File: config.mk
export PLATFORM = sky130hd
export DESIGN_NAME = core_seq
export DESIGN_NICKNAME = d
export VERILOG_FILES = /design/src/rtl/core_seq.sv
export SDC_FILE = /design/constraint.sdc
export NUM_CORES = 1
export LEC_CHECK = 0
export ABC_AREA = 1
export BUFFER_PORTS_ARGS = -buffer_cell sky130_fd_sc_hd__buf_2
export CAP_MARGIN = 10
export CORE_AREA = 2 2 130 132
export CTS_CLUSTER_SIZE = 8
export DETAILED_ROUTE_END_ITERATION = 10
export DIE_AREA = 0 0 132 134
export SYNTH_ARGS = -nofsm -noshare
export SYNTH_HDL_FRONTEND = slang
export SYNTH_SLANG_ARGS = --single-unit
File: constraint.sdc
create_clock -name clk -period 1.4 [get_ports clk]
set_clock_uncertainty 0.1 [all_clocks]
set_input_delay 0.28 -clock clk [delete_from_list [all_inputs] [get_ports clk]]
set_output_delay 0.28 -clock clk [all_outputs]
set_load 0.1 [all_outputs]
File: src/rtl/core_seq.sv
// core_seq: multi-cycle instruction sequencer for the nano_riscv core.
// Steps each instruction through IF -> ID -> EX -> (MEM) -> WB, owns the PC,
// stalls IF/MEM accesses on busy, halts at instruction boundaries for debug,
// honours a synchronous core reset request, trips a bus-timeout watchdog and
// counts retired instructions.
//
// Ports:
//   clk          clock, all state updates on the rising edge
//   rstn         synchronous active-low reset
//   busy         memory not ready, hold the current IF/MEM access
//   is_mem       decoded instruction is a load/store (sampled in EX)
//   jump         taken branch/jump (sampled in WB)
//   jump_addr    branch/jump target (sampled in WB)
//   halt_req_i   debug halt request (level)
//   reset_req_i  debug core reset request (level)
//   state        one-hot state {WB,MEM,EX,ID,IF}, all zero in HALT
//   pc           current instruction address
//   mem_req      memory request, high in IF and MEM
//   halted_o     high while halted
//   timeout_o    sticky watchdog error flag
//   retired      retired-instruction counter
module core_seq #(
  parameter int unsigned          XLEN        = 32,
  parameter logic [XLEN-1:0]      PC_RESET    = 32'h0000_0000,
  parameter int unsigned          CNT_W       = 32,
  parameter int unsigned          MEM_TIMEOUT = 255
) (
  input  logic             clk,
  input  logic             rstn,
  input  logic             busy,
  input  logic             is_mem,
  input  logic             jump,
  input  logic [XLEN-1:0]  jump_addr,
  input  logic             halt_req_i,
  input  logic             reset_req_i,
  output logic [4:0]       state,
  output logic [XLEN-1:0]  pc,
  output logic             mem_req,
  output logic             halted_o,
  output logic             timeout_o,
  output logic [CNT_W-1:0] retired
);

  // Counter must hold 0..MEM_TIMEOUT; keep at least one bit when disabled.
  localparam int unsigned WW = (MEM_TIMEOUT > 0) ? $clog2(MEM_TIMEOUT + 1) : 1;
  localparam logic [WW-1:0] WAIT_MAX = WW'(MEM_TIMEOUT);
  localparam logic [WW-1:0] TRIP_VAL = (MEM_TIMEOUT > 0) ? WW'(MEM_TIMEOUT - 1) : '0;

  typedef enum logic [4:0] {
    S_HALT = 5'b00000,
    S_IF   = 5'b00001,
    S_ID   = 5'b00010,
    S_EX   = 5'b00100,
    S_MEM  = 5'b01000,
    S_WB   = 5'b10000
  } state_t;

  state_t           state_q;
  logic [XLEN-1:0]  pc_q;
  logic [CNT_W-1:0] retired_q;
  logic             timeout_q;
  logic [WW-1:0]    wait_q;
  logic             in_access;
  logic             trip;

  // Next PC after writeback: word-aligned jump target or sequential +4.
  function automatic logic [XLEN-1:0] next_pc(input logic             j,
                                               input logic [XLEN-1:0] tgt,
                                               input logic [XLEN-1:0] cur);
    logic [XLEN-1:0] r;
    if (j) r = {tgt[XLEN-1:2], 2'b00};
    else   r = cur + XLEN'(4);
    return r;
  endfunction

  assign in_access = (state_q == S_IF) || (state_q == S_MEM);
  // Trips on the MEM_TIMEOUT-th consecutive busy cycle of one access.
  assign trip = (MEM_TIMEOUT > 0) && in_access && busy && (wait_q == TRIP_VAL);

  always_ff @(posedge clk) begin
    if (!rstn) begin
      state_q   <= S_IF;
      pc_q      <= PC_RESET;
      retired_q <= '0;
      timeout_q <= 1'b0;
      wait_q    <= '0;
    end else if (reset_req_i) begin
      // Core reset request: like rstn but the retired count survives.
      state_q   <= S_IF;
      pc_q      <= PC_RESET;
      timeout_q <= 1'b0;
      wait_q    <= '0;
    end else if (trip) begin
      timeout_q <= 1'b1;
      state_q   <= S_HALT;
      wait_q    <= '0;
    end else begin
      case (state_q)
        S_IF, S_MEM: begin
          if (busy) begin
            if ((MEM_TIMEOUT > 0) && (wait_q != WAIT_MAX)) wait_q <= wait_q + WW'(1);
          end else begin
            wait_q  <= '0;
            state_q <= (state_q == S_IF) ? S_ID : S_WB;
          end
        end
        S_ID: state_q <= S_EX;
        S_EX: state_q <= is_mem ? S_MEM : S_WB;
        S_WB: begin
          pc_q      <= next_pc(jump, jump_addr, pc_q);
          retired_q <= retired_q + CNT_W'(1);
          state_q   <= halt_req_i ? S_HALT : S_IF;
        end
        S_HALT: begin
          // A watchdog trip keeps the core parked until a reset.
          if (!halt_req_i && !timeout_q) state_q <= S_IF;
        end
        default: state_q <= S_IF;
      endcase
    end
  end

  assign state     = state_q;
  assign pc        = pc_q;
  assign mem_req   = in_access;
  assign halted_o  = (state_q == S_HALT);
  assign timeout_o = timeout_q;
  assign retired   = retired_q;

endmodule

==> results of run 1 <==
## power breakdown
group	switching, mW	internal, mW	total [mW]
combinational	0.372	0.250	0.622
clock	1.03	1.57	2.61
sequential	0.00670	2.04	2.05
## how the worst max path moves through the flow
stage / startpoint / to / slack, ns / cells past startpoint
after floorplan: state[3] / state[3] / -0.42 / 7
after global placement: state[3] / retired[24] / -0.13 / 7
after detailed placement: state[1] / retired[24] / -0.14 / 7
after CTS: state[1] / mem_req / -0.43 / 6
after global routing: state[0] / retired[16] / -0.52 / 10
final: state[1] / mem_req / -0.46 / 6
## logic make-up after synthesis
logic type / after synthesis
adder cells (fa/ha/maj): 4
AND/OR/NAND/NOR: 507
XOR/XNOR: 11
AO/OA/AOI/OAI: 106
other: 1
buffers and inverters: 96
flip-flops: 76
## cells in the mapped netlist (3+ instances only)
cell / n / area share, %
nor3_1: 11 / 1.2
nand3b_1: 7 / 1.1
inv_2: 4 / 0.31
inv_1: 66 / 5.2
o21ai_0: 28 / 2.9
nand4_1: 13 / 1.7
nand3_1: 47 / 4.9
nor2_2: 6 / 0.79
buf_2: 7 / 0.73
o21ai_1: 3 / 0.31
nor2_1: 143 / 11
a21oi_1: 63 / 6.6
xnor2_1: 3 / 0.55
and3_1: 4 / 0.52
buf_4: 4 / 0.63
nand2_1: 261 / 21
dfxtp_1: 76 / 32
o31ai_1: 3 / 0.47
a211oi_1: 5 / 0.79
nor2_4: 5 / 1.2
nand2_2: 3 / 0.39
clkbuf_1: 12 / 0.94
xor2_1: 8 / 1.5
ha_1: 4 / 1.0
## per-stage QoR
step / setup WS, ns / setup TNS, ns
after global routing: -0.522 / -23.99
final: -0.456 / -17.79
after floorplan: -0.424 / -14.25
after CTS: -0.434 / -14.07
after detailed placement: -0.140 / -4.98
after global placement: -0.131 / -3.44
## per-layer routing
| metal | track usage [%] | part of all wire [%] |
|---|---|---|
| met1 | 24.4 | 42 |
| met2 | 35.1 | 51 |
| met3 | 3.70 | 4.4 |
| met4 | 6.88 | 2.2 |
| met5 | 0 | 0 |
## state kept, by name, summed over array words and instances (netlist names)
signal and flops:
pc 30, retired 32, state 5, timeout_o 1, wait_q 8
## worst min-delay path: cells and delay by family
family,cells,cell delay [ns]
buffers and inverters,1,0.10
AOI/OAI and AO/OA,1,0.05
and+or+nand+nor,1,0.07
## layout make-up
cell class	instances	area (um2)
inverter	71	294
tap	220	275
clock inverter	7	97.6
sequential	76	1770
multi-input combinational	630	3920
timing repair inverter	3	48.8
clock buffer	9	225
timing repair buffer	286	3490
fill	1275	6170
## timing repair
action / in CTS / in global routing
cloned: 7 / 0
endpoints found under the setup margin: 110 / 115
pin swaps: 62 / 58
gates resized for setup: 146 / 121
buffers inserted: 29 / 43
==> flow_summary.toml, run 1 <==
[setup_path]
start_kind = "flop"
cp_data_arrival_time_ns = 1.48
slowest_delay_ns = 0.35
path_class = "flop to output port"
r2r_cells = 10
crit_fanout = 2
setup.worst_path.end_class = "output port"
crit_family = "buffers and inverters"
critPathBufInv = 4
crit_path_frequent_cell = "buf_12"
critical_path.cell_chain = "buf_6, inv_2, nand4_1, nand2_4, buf_12, buf_12"
rrSetupSlack_ns = -0.38
crit_path_top_delay_cell = "dfxtp_4"
cp.required_ns = 1.02
reg2reg_from = "state[0]"
rr_endpoint = "retired[16]"

[timing]
holdWs_ns = 0.0991
maxSlewViolCount = 0
setup_viol = 87
setup_slack_ns = -0.456
fmax_mhz = 539
hold_violations = 0
min_period_ns = 1.86
rsz0062_at_grt = "true"
timing.final.crit_share_pct = 133

[detailed_routing]
viasPerCell = 4.77
dr.pass1.iters = 4
drc = 0
routedWlPerCell_um = 14.6
ant_nets = 0
vias = 6210
drt-initial-drc-count = 415
drt-total-wl_um = 19000

[final_layout]
layout_common_cells = "186 x nand2_1, 99 x nor2_1, 87 x buf_4"
n_antenna_cell = 0
area_growth_pct = 112
final_core_util_pct = 62.1
stdcell_count = 1302
layout_commonest_cell = "nand2_1"
layout.nets = 1120
final_layout_size_suffix_gt1_share_pct = 55.5
stdcell_area_um2 = 10100

[power_and_ir_drop]
total_power_mw = 5.28
p_leak_nw = 4.06
power_density_nw_per_um2 = 522
peakVddDrop_v = 0.000461

[synth]
synth-main-ff-cell = "dfxtp_1"
synth_xor_area_share_pct = 2.02
async_reset_ff_share_pct = 0
synth_edf_count = 0
yosysWarningCount = 0
synth_seq_area_share_pct = 31.9
synth_compound_area_share_pct = 11.7
netlist_area_um2 = 4770
syn_inst = 801
ys_ff_latch = 76
ys_types = 35
syn_avg_cell_area_um2 = 5.96
synth_top_family_by_area = "simple AND/OR/NAND/NOR gates"
synthAdderAreaFrac_pct = 1.05
synth_mux_area_share_pct = 0
synth-simple-area-share_pct = 45.1

[min_path]
worst_hold_path_type = "primary input to flop"
whs_path_depth = 3
worstHoldStart = "is_mem"
holdPathEnd = "state[3]"

[floorplanning]
die-area_um2 = 17700
num_rows = 47
fp.coreArea_um2 = 16300
io_pins = 111
die_x_um = 132
dieHeight_um = 134
start_util_pct = 29.3

[run_status]
outcome = "finished, violations left"
failed_checks = "negative setup slack"

[global_routing]
grt_use_total_pct = 19.9
grt_pass1_vias = 5886
grt_max_degree = 21
antenna_found_initial = 0
overflow = 0
grt_pass1_wl_um = 28400

[cts]
cts_tree = "yes"
numCtsBuffers = 9
cts.hold.buffers_added = 0
cts.clk_slew.worst_paths_ns = 0.06
cts.path.max_buffers = 2
clk-insertion-delay-late_ns = 0.35
htreeDepth = 3
root_buffer = "clkbuf_16"
clock_sinks = 76

[placement]
dp.final_hpwl_um = 12400
gp_congestion = 0.890
placed_cells = 1226
portBuffers = 106
placed_cell_area_um2 = 8290

[job]
cap_violations = 0
No activity file was read; power rests on OpenSTA's default activity.
==> inputs of run 2 (changes only) <==
--- a/config.mk
+++ b/config.mk
@@ -9,6 +9,7 @@
 export BUFFER_PORTS_ARGS = -buffer_cell sky130_fd_sc_hd__buf_2
 export CAP_MARGIN = 10
 export CORE_AREA = 2 2 130 132
+export CTS_BUF_LIST = sky130_fd_sc_hd__clkbuf_4 sky130_fd_sc_hd__clkbuf_8
 export CTS_CLUSTER_SIZE = 8
 export DETAILED_ROUTE_END_ITERATION = 10
 export DIE_AREA = 0 0 132 134
==> flow_summary.toml, run 2 (synthesis gave the netlist of run 1 again) <==
[run_status]
outcome = "finished, violations left"
failed_checks = "negative setup slack"

[setup_path]
crit_fanout = 2
cp_data_arrival_time_ns = 1.45
r2r_cells = 11
rrSetupSlack_ns = -0.38
cp.required_ns = 1.02
cp-startpoint = "state[1]"
start_kind = "flop"
rr_endpoint = "retired[15]"
path_class = "flop to output port"
setup.worst_path.end_class = "output port"
reg2reg_from = "state[3]"

[floorplanning]
dieHeight_um = 134
die_x_um = 132
start_util_pct = 29.3
die-area_um2 = 17700
num_rows = 47
io_pins = 111
fp.coreArea_um2 = 16300

[power_and_ir_drop]
p_sw_share_pct = 28.9
combPwrFrac_pct = 12.7
pwr-share-seq_pct = 44.3
pwr-share-clk_pct = 42.9
power_density_nw_per_um2 = 450
total_power_mw = 4.62
intPower_mw = 3.29
switching_power_mw = 1.34
peakVddDrop_v = 0.000368
p_leak_nw = 4.20

[final_layout]
layout_common_cells = "177 x nand2_1, 107 x buf_4, 97 x nor2_1"
largest_reg_flops = 32
multi_input_area_um2 = 3980
final_layout_size_suffix_gt1_share_pct = 57.3
fill_cells = 1274
seqCellArea_um2 = 1770
area_growth_pct = 115
layout_commonest_cell = "nand2_1"
stdcell_area_um2 = 10300
n_antenna_cell = 0
layout.nets = 1144

[timing]
holdWs_ns = 0.0524
tns_ns = -20.39
timing.final.crit_share_pct = 131
fmax_mhz = 546
maxSlewViolCount = 0
hold_violations = 0
min_period_ns = 1.83
rsz0062_at_grt = "true"
setup_viol = 118
setup_slack_ns = -0.431

[placement]
dp.final_hpwl_um = 12400
placed_cell_area_um2 = 8290
portBuffers = 106
gp_congestion = 0.890
dpl_worst_slack_ns = -0.140

[min_path]
whs_path_depth = 3
worstHoldStart = "is_mem"
worst_hold_path_type = "primary input to flop"
holdPathEnd = "state[3]"

[cts]
root_buffer = "clkbuf_8"
cts.path.max_buffers = 2
cts.hold.buffers_added = 0
htreeDepth = 3
clk-insertion-delay-late_ns = 0.39
cts_tree = "yes"
cts.clk_slew.worst_paths_ns = 0.08
numCtsBuffers = 9
clock_sinks = 76

[global_routing]
antenna_found_initial = 0
overflow = 0
grt_pass1_wl_um = 29300
grt_pass1_vias = 6053
grt_max_degree = 21
grt_use_total_pct = 20.4

[detailed_routing]
viasPerCell = 4.83
drt-initial-drc-count = 406
dr.pass1.iters = 5
ant_nets = 0
drc = 0
routedWlPerCell_um = 14.4
vias = 6402
drt-total-wl_um = 19100

[job]
cap_violations = 0
[run 2: power by group through the flow]
stage               combinational (mW)  sequential [mW]  clock [mW]
global route                     0.630             2.05        2.10
floorplan                        0.248             2.13           0
global placement                 0.489             2.10           0
CTS                              0.542             2.05        2.02
finish                           0.589             2.05        1.99
detailed placement               0.491             2.10           0
[run 2: critical path, stage by stage, from the launching register on]
cell     delay (ns)
dfxtp_4        0.36
buf_6          0.12
inv_2          0.05
nand4_1        0.16
nand2_4        0.12
buf_12         0.10
buf_12         0.16
[run 2: how the worst max path moves through the flow]
stage,endpoint,cells past startpoint
global route,retired[15],11
global placement,retired[24],7
finish,mem_req,6
CTS,mem_req,6
detailed placement,retired[24],7
floorplan,state[3],7
[run 2: through the flow]
| stage | std cells | util [%] |
|---|---|---|
| final | 1326 | 63.1 |
| after CTS | 1295 | 59.4 |
| after detailed placement | 1226 | 50.9 |
| after floorplan | 802 | - |
| after global placement | 1226 | 50.9 |
| after global routing | 1326 | 63.1 |
[run 2: repair_timing]
item	4_1_cts	5_1_grt
setup endpoints to repair	130	130
pin swaps	66	69
gates cloned	7	0
buffers inserted	49	51
resized for setup	178	117
[run 2: area by class of cell]
cell class | count | share of cell area [%]
tap | 220 | 2.68
sequential | 76 | 17.2
multi-input combinational | 630 | 38.7
timing repair buffer | 310 | 35.9
clock buffer | 9 | 1.20
clock inverter | 7 | 0.949
timing repair inverter | 3 | 0.475
inverter | 71 | 2.88
[run 2: metal layers]
| metal | wire length, um | track usage, % |
|---|---|---|
| met1 | 8200 | 25.6 |
| met2 | 9660 | 35.8 |
| met3 | 829 | 2.80 |
| met4 | 408 | 7.61 |
| met5 | 0 | 0 |
==> inputs of run 3 (changes only) <==
--- a/config.mk
+++ b/config.mk
@@ -8,11 +8,14 @@
 export ABC_AREA = 1
 export BUFFER_PORTS_ARGS = -buffer_cell sky130_fd_sc_hd__buf_2
 export CAP_MARGIN = 10
-export CORE_AREA = 2 2 130 132
+export CELL_PAD_IN_SITES_DETAIL_PLACEMENT = 1
+export CELL_PAD_IN_SITES_GLOBAL_PLACEMENT = 2
+export CORE_AREA = 2 2 160 123
 export CTS_BUF_LIST = sky130_fd_sc_hd__clkbuf_4 sky130_fd_sc_hd__clkbuf_8
 export CTS_CLUSTER_SIZE = 8
 export DETAILED_ROUTE_END_ITERATION = 10
-export DIE_AREA = 0 0 132 134
+export DIE_AREA = 0 0 162 125
+export PLACE_DENSITY_LB_ADDON = 0.1
 export SYNTH_ARGS = -nofsm -noshare
 export SYNTH_HDL_FRONTEND = slang
 export SYNTH_SLANG_ARGS = --single-unit
==> flow_summary.toml, run 3 (synthesis gave the netlist of run 1 again) <==
[floorplanning]
start_util_pct = 25.3
die-area_um2 = 20300
num_rows = 44
io_pins = 111
die_x_um = 162
fp.coreArea_um2 = 18800
dieHeight_um = 125

[cts]
cts.clk_slew.worst_paths_ns = 0.10
numCtsBuffers = 9
cts.path.max_buffers = 2
htreeDepth = 3
root_buffer = "clkbuf_8"
cts_tree = "yes"
clock_sinks = 76
clk-insertion-delay-late_ns = 0.38

[timing]
rsz0062_at_grt = "true"
setup_viol = 120
hold_violations = 0
maxSlewViolCount = 0
min_period_ns = 1.88
fmax_mhz = 532
setup_slack_ns = -0.479
timing.final.crit_share_pct = 134

[placement]
portBuffers = 106
placed_cells = 1273
dp.final_hpwl_um = 15900
gp_congestion = 0.812
dpl_worst_slack_ns = -0.213

[final_layout]
largest_reg_flops = 32
final_core_util_pct = 56.3
stdcell_count = 1390
final_layout_size_suffix_gt1_share_pct = 59.5
layout.nets = 1175
layout_common_cells = "177 x nand2_1, 128 x buf_4, 97 x nor2_1"
layout_commonest_cell = "nand2_1"
area_growth_pct = 122
n_antenna_cell = 0

[setup_path]
r2r_cells = 10
crit_path_top_delay_cell = "dfxtp_4"
start_kind = "flop"
crit_path_frequent_cell = "buf_12"
setup.worst_path.end_class = "output port"
crit_fanout = 2
crit_family = "buffers and inverters"
slowest_delay_ns = 0.37
cp_data_arrival_time_ns = 1.50
cp.required_ns = 1.02
path_class = "flop to output port"
critPathBufInv = 4
critical_path.cell_chain = "buf_6, inv_4, nand4_1, nand2_4, buf_12, buf_12"
path_depth = 6

[power_and_ir_drop]
power_density_nw_per_um2 = 445
peakVddDrop_v = 0.000367
p_sw_share_pct = 29.0
combPwrFrac_pct = 14.3
p_leak_nw = 4.36
intPower_mw = 3.34
pwr-share-seq_pct = 43.5
switching_power_mw = 1.37
pwr-share-clk_pct = 42.2

[detailed_routing]
viasPerCell = 4.78
routedWlPerCell_um = 17.9
dr.pass1.iters = 4
drt-initial-drc-count = 282
vias = 6650
drc = 0
ant_nets = 0
drt-total-wl_um = 24900

[global_routing]
grt_use_total_pct = 23.6
grt_pass1_wl_um = 37800
grt_pass1_vias = 7085
grt_max_degree = 29
antenna_found_initial = 0
overflow = 0

[min_path]
worst_hold_path_type = "primary input to flop"
whs_path_depth = 3

[run_status]
outcome = "finished, violations left"
failed_checks = "negative setup slack"

[job]
cap_violations = 0
run 3: power by group through the flow:
stage | sequential [mW] | combinational (mW) | clock, mW
CTS | 2.05 | 0.590 | 2.04
floorplan | 2.13 | 0.248 | 0
detailed placement | 2.10 | 0.514 | 0
global route | 2.05 | 0.712 | 2.12
finish | 2.05 | 0.676 | 1.99
global placement | 2.10 | 0.506 | 0
run 3: worst register-to-register path, cell delays in order (launching register included):
cell     delay (ns)
dfxtp_4        0.37
nor2_4         0.13
buf_6          0.13
buf_12         0.10
nand3_4        0.08
nor2_4         0.14
buf_12         0.15
buf_8          0.14
nand4_1        0.16
o21ai_2        0.18
a21oi_1        0.06
run 3: area by class of cell:
cell class | instances | area (um2)
clock buffer | 11 | 139
sequential | 76 | 1770
timing repair inverter | 1 | 16.3
inverter | 71 | 303
timing repair buffer | 343 | 3940
fill | 2207 | 8240
tap | 253 | 317
clock inverter | 5 | 76.3
multi-input combinational | 630 | 4040
run 3: routing by layer:
layer  share of wire, %  vias to the layer above  GRT usage [%]
met4                1.5                        0           5.05
li1                   -                     3232              -
met5                  0                        -              0
met2                 49                      131           39.0
met3                3.1                       30           3.55
met1                 47                     3257           32.5
run 3: path summary, 6_finish.rpt:
check | start | to | slack, ns
max | state[1] | mem_req | -0.48
min | jump_addr[4] | pc[4] | 0.06
max reg2reg | state[1] | retired[7] | -0.43
min reg2reg | pc[31] | pc[31] | 0.41
run 3: repair_timing:
action	in CTS	in global routing
cloned	7	0
hold buffers	0	0
resized for setup	189	136
hold endpoints to repair	0	0
buffers inserted	74	48
pin swaps	57	76
endpoints found under the setup margin	139	138
run 3: stage by stage:
stage                     area (um2)  hold slack (ns)  power, mW  TNS (ns)
final                          10600           0.0555       4.71    -25.66
after global routing           10600           0.0563       4.88    -32.61
after CTS                      10000           0.0330       4.67    -22.08
after detailed placement        8370            0.399       2.61     -8.31
after global placement          8370            0.387       2.61     -5.54
after floorplan                 5520            0.312       2.38    -14.25
